`src/rtl/button_conditioner.sv`:
```
// button_conditioner: synchronises and debounces NUM_BTN raw push-button keys.
// Each channel passes through a polarity stage, a two-flop synchroniser and a
// stability counter; a changed level is accepted only after it has been seen
// for DEBOUNCE_CYCLES consecutive cycles. Outputs are a held level (buttons)
// and a registered single-cycle press pulse (pressed).
// Optional feature macro: BTN_COND_RELEASE_EN adds a registered release pulse
// output (released) on each accepted 1->0 transition.
module button_conditioner #(
  parameter int NUM_BTN         = 4,
  parameter int DEBOUNCE_CYCLES = 500000,
  parameter int CNT_W           = 20,
  parameter int ACTIVE_LOW      = 1
) (
  input  logic               clk,
  input  logic               reset_n,
  input  logic [NUM_BTN-1:0] key_in,
  output logic [NUM_BTN-1:0] buttons,
  output logic [NUM_BTN-1:0] pressed
`ifdef BTN_COND_RELEASE_EN
  ,
  output logic [NUM_BTN-1:0] released
`endif
);

  // Per-channel debounce FSM encoding.
  localparam logic ST_IDLE  = 1'b0;  // sync2 agrees with buttons, cnt held at 0
  localparam logic ST_COUNT = 1'b1;  // sync2 disagrees, cnt measuring stability

  // Last count value of a mismatch run; reaching it with the mismatch still
  // present accepts the new level.
  localparam logic [CNT_W-1:0] CNT_LAST = CNT_W'(DEBOUNCE_CYCLES - 1);

  logic [NUM_BTN-1:0] raw;
  logic [NUM_BTN-1:0] sync1;
  logic [NUM_BTN-1:0] sync2;
  logic [NUM_BTN-1:0] state;
  logic [NUM_BTN-1:0] accept;
  logic [CNT_W-1:0]   cnt [NUM_BTN];

  // Normalise key polarity so everything downstream is active-high.
  assign raw = (ACTIVE_LOW != 0) ? ~key_in : key_in;

  // Two-stage synchroniser; reset to the released (0) level so a key held
  // through reset is treated as a fresh mismatch.
  // NOTE: sequential state uses non-blocking (<=) assignments so every flop
  // samples the pre-edge value of its source, giving a true two-stage chain.
  always_ff @(posedge clk or negedge reset_n) begin
    if (!reset_n) begin
      sync1 <= '0;
      sync2 <= '0;
    end else begin
      sync1 <= raw;
      sync2 <= sync1;
    end
  end

  // Acceptance strobe: the final mismatch cycle of a long-enough run.
  // NOTE: every combinational output is given a default before the loop so
  // no path leaves it unassigned, which would otherwise infer a latch.
  always_comb begin
    accept = '0;
    for (int i = 0; i < NUM_BTN; i++) begin
      accept[i] = (state[i] == ST_COUNT) && (sync2[i] != buttons[i]) &&
                  (cnt[i] == CNT_LAST);
    end
  end

  // Per-channel debounce FSM: count consecutive mismatch cycles, load the
  // stable level on acceptance, abandon the run on any return to agreement.
  // NOTE: the counter array is small and is reset along with the FSM, so a
  // reset mid-count cannot leave a partial run that would shorten the next.
  always_ff @(posedge clk or negedge reset_n) begin
    if (!reset_n) begin
      state   <= '0;
      buttons <= '0;
      for (int i = 0; i < NUM_BTN; i++) begin
        cnt[i] <= '0;
      end
    end else begin
      for (int i = 0; i < NUM_BTN; i++) begin
        case (state[i])
          ST_IDLE: begin
            if (sync2[i] != buttons[i]) begin
              // First mismatch cycle is counted here (cnt 0 -> 1).
              state[i] <= ST_COUNT;
              cnt[i]   <= CNT_W'(1);
            end else begin
              cnt[i] <= '0;
            end
          end
          default: begin
            if (sync2[i] == buttons[i]) begin
              state[i] <= ST_IDLE;
              cnt[i]   <= '0;
            end else if (cnt[i] == CNT_LAST) begin
              state[i]   <= ST_IDLE;
              cnt[i]     <= '0;
              buttons[i] <= sync2[i];
            end else begin
              cnt[i] <= cnt[i] + CNT_W'(1);
            end
          end
        endcase
      end
    end
  end

  // Edge pulses, registered alongside the buttons load so each pulse lines
  // up with the first cycle of the new level.
  always_ff @(posedge clk or negedge reset_n) begin
    if (!reset_n) begin
      pressed <= '0;
    end else begin
      pressed <= accept & sync2;
    end
  end

`ifdef BTN_COND_RELEASE_EN
  // Release pulse on each accepted 1->0 transition.
  always_ff @(posedge clk or negedge reset_n) begin
    if (!reset_n) begin
      released <= '0;
    end else begin
      released <= accept & ~sync2;
    end
  end
`endif

endmodule

```
`config.mk`:
```
export PLATFORM = sky130hd
export DESIGN_NAME = button_conditioner
export DESIGN_NICKNAME = d
export VERILOG_FILES = /design/src/rtl/button_conditioner.sv
export SDC_FILE = /design/constraint.sdc
export NUM_CORES = 1
export LEC_CHECK = 0
export BUFFER_PORTS_ARGS = -buffer_cell sky130_fd_sc_hd__buf_2
export CAP_MARGIN = 0
export CORE_ASPECT_RATIO = 1.4
export CORE_MARGIN = 3
export CORE_UTILIZATION = 58
export DETAILED_ROUTE_END_ITERATION = 16
export GPL_TIMING_DRIVEN = 1
export PLACE_DENSITY = 0.86
export SYNTH_ARGS = -nofsm -noshare
export SYNTH_HDL_FRONTEND = slang
export SYNTH_SLANG_ARGS = --single-unit
```
`constraint.sdc`:
```
create_clock -name clk -period 3.8 [get_ports clk]
set_input_delay 0.57 -clock clk [delete_from_list [all_inputs] [get_ports clk]]
set_output_delay 0.57 -clock clk [all_outputs]
set_load 0.005 [all_outputs]
```
==> flow_metrics.py <==
metrics = {
    "clock_tree": {
        "clock_sinks": 100,
        "htreeDepth": 3,
        "numCtsBuffers": 9,
        "cts_tree": "yes",
        "cts_setup_buffers": 0,
        "insertion_delay_ns": 0.37,
        "postCtsHoldBufs": 0,
        "clk_pin_slew_worst_paths_ns": 0.08,
        "cts_resized": 0,
        "clockRootBuffer": "clkbuf_8",
        "cts_buffer_depth": 2,
    },
    "global_routing": {
        "antenna_found_initial": 0,
        "grt_max_degree": 39,
        "grt_overflow_total": 0,
        "track_usage_pct": 21.0,
        "grt_pass1_wl_mm": 15.5,
        "grt_pass1_vias": 3590,
    },
    "sta": {
        "slew_headroom_pct": 57.9,
        "fin_tns_setup_ns": 0,
        "worstMarginPinSlew_ns": 0.626,
        "fin_ws_ns": 1.61,
        "finalCriticalPeriod_ns": 2.19,
        "final_hold_viol_count": 0,
        "clock_skew_ns": 0.0151,
        "whs_ns": 0.113,
        "max_freq_ghz": 0.458,
        "setup_viol": 0,
        "drv_slew": 0,
        "post-route-period-util_pct": 57.5,
        "rsz0062_at_grt": "false",
    },
    "place": {
        "routabilityCongestion": 0.892,
        "dp_hpwl_mm": 6.12,
        "numPortBuffers": 13,
        "dp_slack_ns": 1.63,
    },
    "logic_synthesis": {
        "async_flop_share_pct": 100,
        "synth_nets": 492,
        "synth-main-ff-cell": "dfrtp_1",
        "synth_cells": 482,
        "postSynthAreaPerCell_um2": 9.90,
        "seq_area_frac_synth_pct": 52.4,
        "yosysWarnings": 0,
        "synth_edf_count": 0,
        "yosysUniqueCellTypes": 40,
        "synth-seq-cells": 100,
        "syn_area_um2": 4770,
    },
    "floorplanning": {
        "pin_count": 14,
        "die_x_um": 82.7,
        "initial_utilization_pct": 60.5,
        "core_area_um2": 7890,
        "row_count": 38,
        "die_area_um2": 9370,
        "die_height_um": 113,
    },
    "critical_path": {
        "r2r_cells": 5,
        "end_kind": "register",
        "slowest_stage": "a21o_1",
        "reg2reg_from": "cnt[60]",
        "slowest_delay_ns": 0.53,
        "crit_chain": "ha_1, nand4_1, nor2_1, a21o_1, nor2_1",
        "path_common_cell": "nor2_1",
        "reg2reg_to": "cnt[62]",
        "cp-start-kind": "register",
        "crit_start": "cnt[60]",
        "critical_path_class": "reg -> reg",
        "cp.required_ns": 4.03,
        "rrSetupSlack_ns": 1.61,
        "crit_end": "cnt[62]",
        "cp_max_fo": 18,
        "worstPathArrival_ns": 2.41,
    },
    "power_and_ir_drop": {
        "power_leakage_nw": 2.01,
        "irDropWorstVdd_uv": 238,
        "powerDensity_nw_per_um2": 353,
    },
    "drt": {
        "vias": 3599,
        "route.detailed.drc": 0,
        "detail-route-antenna-nets": 0,
        "wl_per_cell_um": 14.5,
        "wl_mm": 8.70,
        "drt_iter0_drc": 241,
        "vias_per_cell": 6.01,
        "drt-pass1-iter-count": 5,
    },
    "hold_path": {
        "hold_path.class": "in -> async",
    },
    "cells_and_area": {
        "num_antenna_cells": 0,
        "drive_gt1_share_pct": 8.02,
        "layout.nets": 505,
        "areaGrowthSynthToFinish_pct": 6.95,
    },
    "flow_run": {
        "maxCapViolations": 0,
    },
    "status": {
        "status": "completed",
    },
}
-- worst min path at each step --
stage                 endpoint  depth (start not counted)
global placement      sync2[1]                          0
finish                 cnt[40]                          1
floorplan           buttons[0]                          0
global route           cnt[73]                          1
CTS                    cnt[40]                          1
detailed placement    sync2[1]                          0
-- stage by stage --
step	cells	util, %	power [mW]	area, um2
after floorplan	482	-	1.14	4770
after global placement	584	62.3	1.16	4920
after detailed placement	584	62.3	1.17	4920
after CTS	599	64.7	1.82	5100
after global routing	599	64.7	1.87	5100
final	599	64.7	1.80	5100
-- synth_stat cells, types with 2 or more instances --
cell type  number  area, um2
buf_4           2       15.0
nand4_1        21        131
ha_1            4       50.1
and2_1          7       43.8
xor2_1         13        114
buf_2           6       30.0
mux2_2          4       45.0
or3_1          13       81.3
nand2_1        30        113
o31ai_1        14        105
nor2_1         60        225
inv_1          18       67.6
nor3_1         12       60.1
clkbuf_1        5       18.8
or4_1          19        143
dfrtp_1       100       2500
and3_1          7       43.8
nand4b_1        2       17.5
nor4b_1         2       17.5
xnor2_1        38        333
a21o_1          4       30.0
nor4_1         16        100
nand3_1        24        120
or4b_2          2       20.0
and4_1          4       35.0
o21ai_0        11       55.1
or2_2           3       18.8
a21oi_1        29        145
-- power breakdown --
part           internal [mW]  total [mW]  switching [mW]
sequential              1.08        1.09          0.0102
combinational         0.0162      0.0607          0.0445
clock                  0.319       0.654           0.335
total                   1.41        1.80           0.390
-- critical path, delay by kind of cell, from the launching register on --
kind / cells / cell delay, ns
compound gates: 1 / 0.53
simple gates: 3 / 0.88
fa+ha+maj: 1 / 0.22
flops: 1 / 0.41
-- cells by family after synthesis --
logic type	share of synthesized area, %
compound gates	7.63
xor+xnor	9.36
fa+ha+maj	1.05
buf+inv	2.83
flops	52.4
mux	0.944
simple gates	25.8
-- per-layer routing --
| layer | track usage [%] | wire length (um) | part of all wire, % | vias up |
|---|---|---|---|---|
| li1 | - | - | - | 1748 |
| met1 | 25.9 | 3680 | 42 | 1778 |
| met5 | 0 | 0 | 0 | - |
| met3 | 2.71 | 208 | 2.4 | 20 |
| met2 | 35.4 | 4590 | 53 | 53 |
| met4 | 10.5 | 220 | 2.5 | 0 |
-- sequential cells by signal, summed over array words and instances (netlist names) --
signal	cells
sync1	4
cnt	80
buttons	4
pressed	4
sync2	4
state	4
-- cells in the final DEF (no fill, tap or decap), types with 7 or more instances in the layout --
master / instances
nor3_1: 12
a21oi_1: 29
clkbuf_8: 10
and3_1: 7
nand4_1: 21
o31ai_1: 14
and2_1: 7
or3_1: 13
or4_1: 19
xnor2_1: 38
nand3_1: 24
xor2_1: 13
nor2_1: 60
o21ai_0: 11
nor4_1: 16
nand2_1: 30
buf_2: 12
dfrtp_1: 100
inv_1: 18
-- final cells by class --
type,count,area (um2)
multi-input cells,350,2140
flip-flops and latches,100,2500
repair buffers,16,90.1
clock buffers,13,149
inverters,18,67.6
fillers,624,2790
clock inverters,2,35.0
well taps,100,125
(Power assumes the default switching activity.)
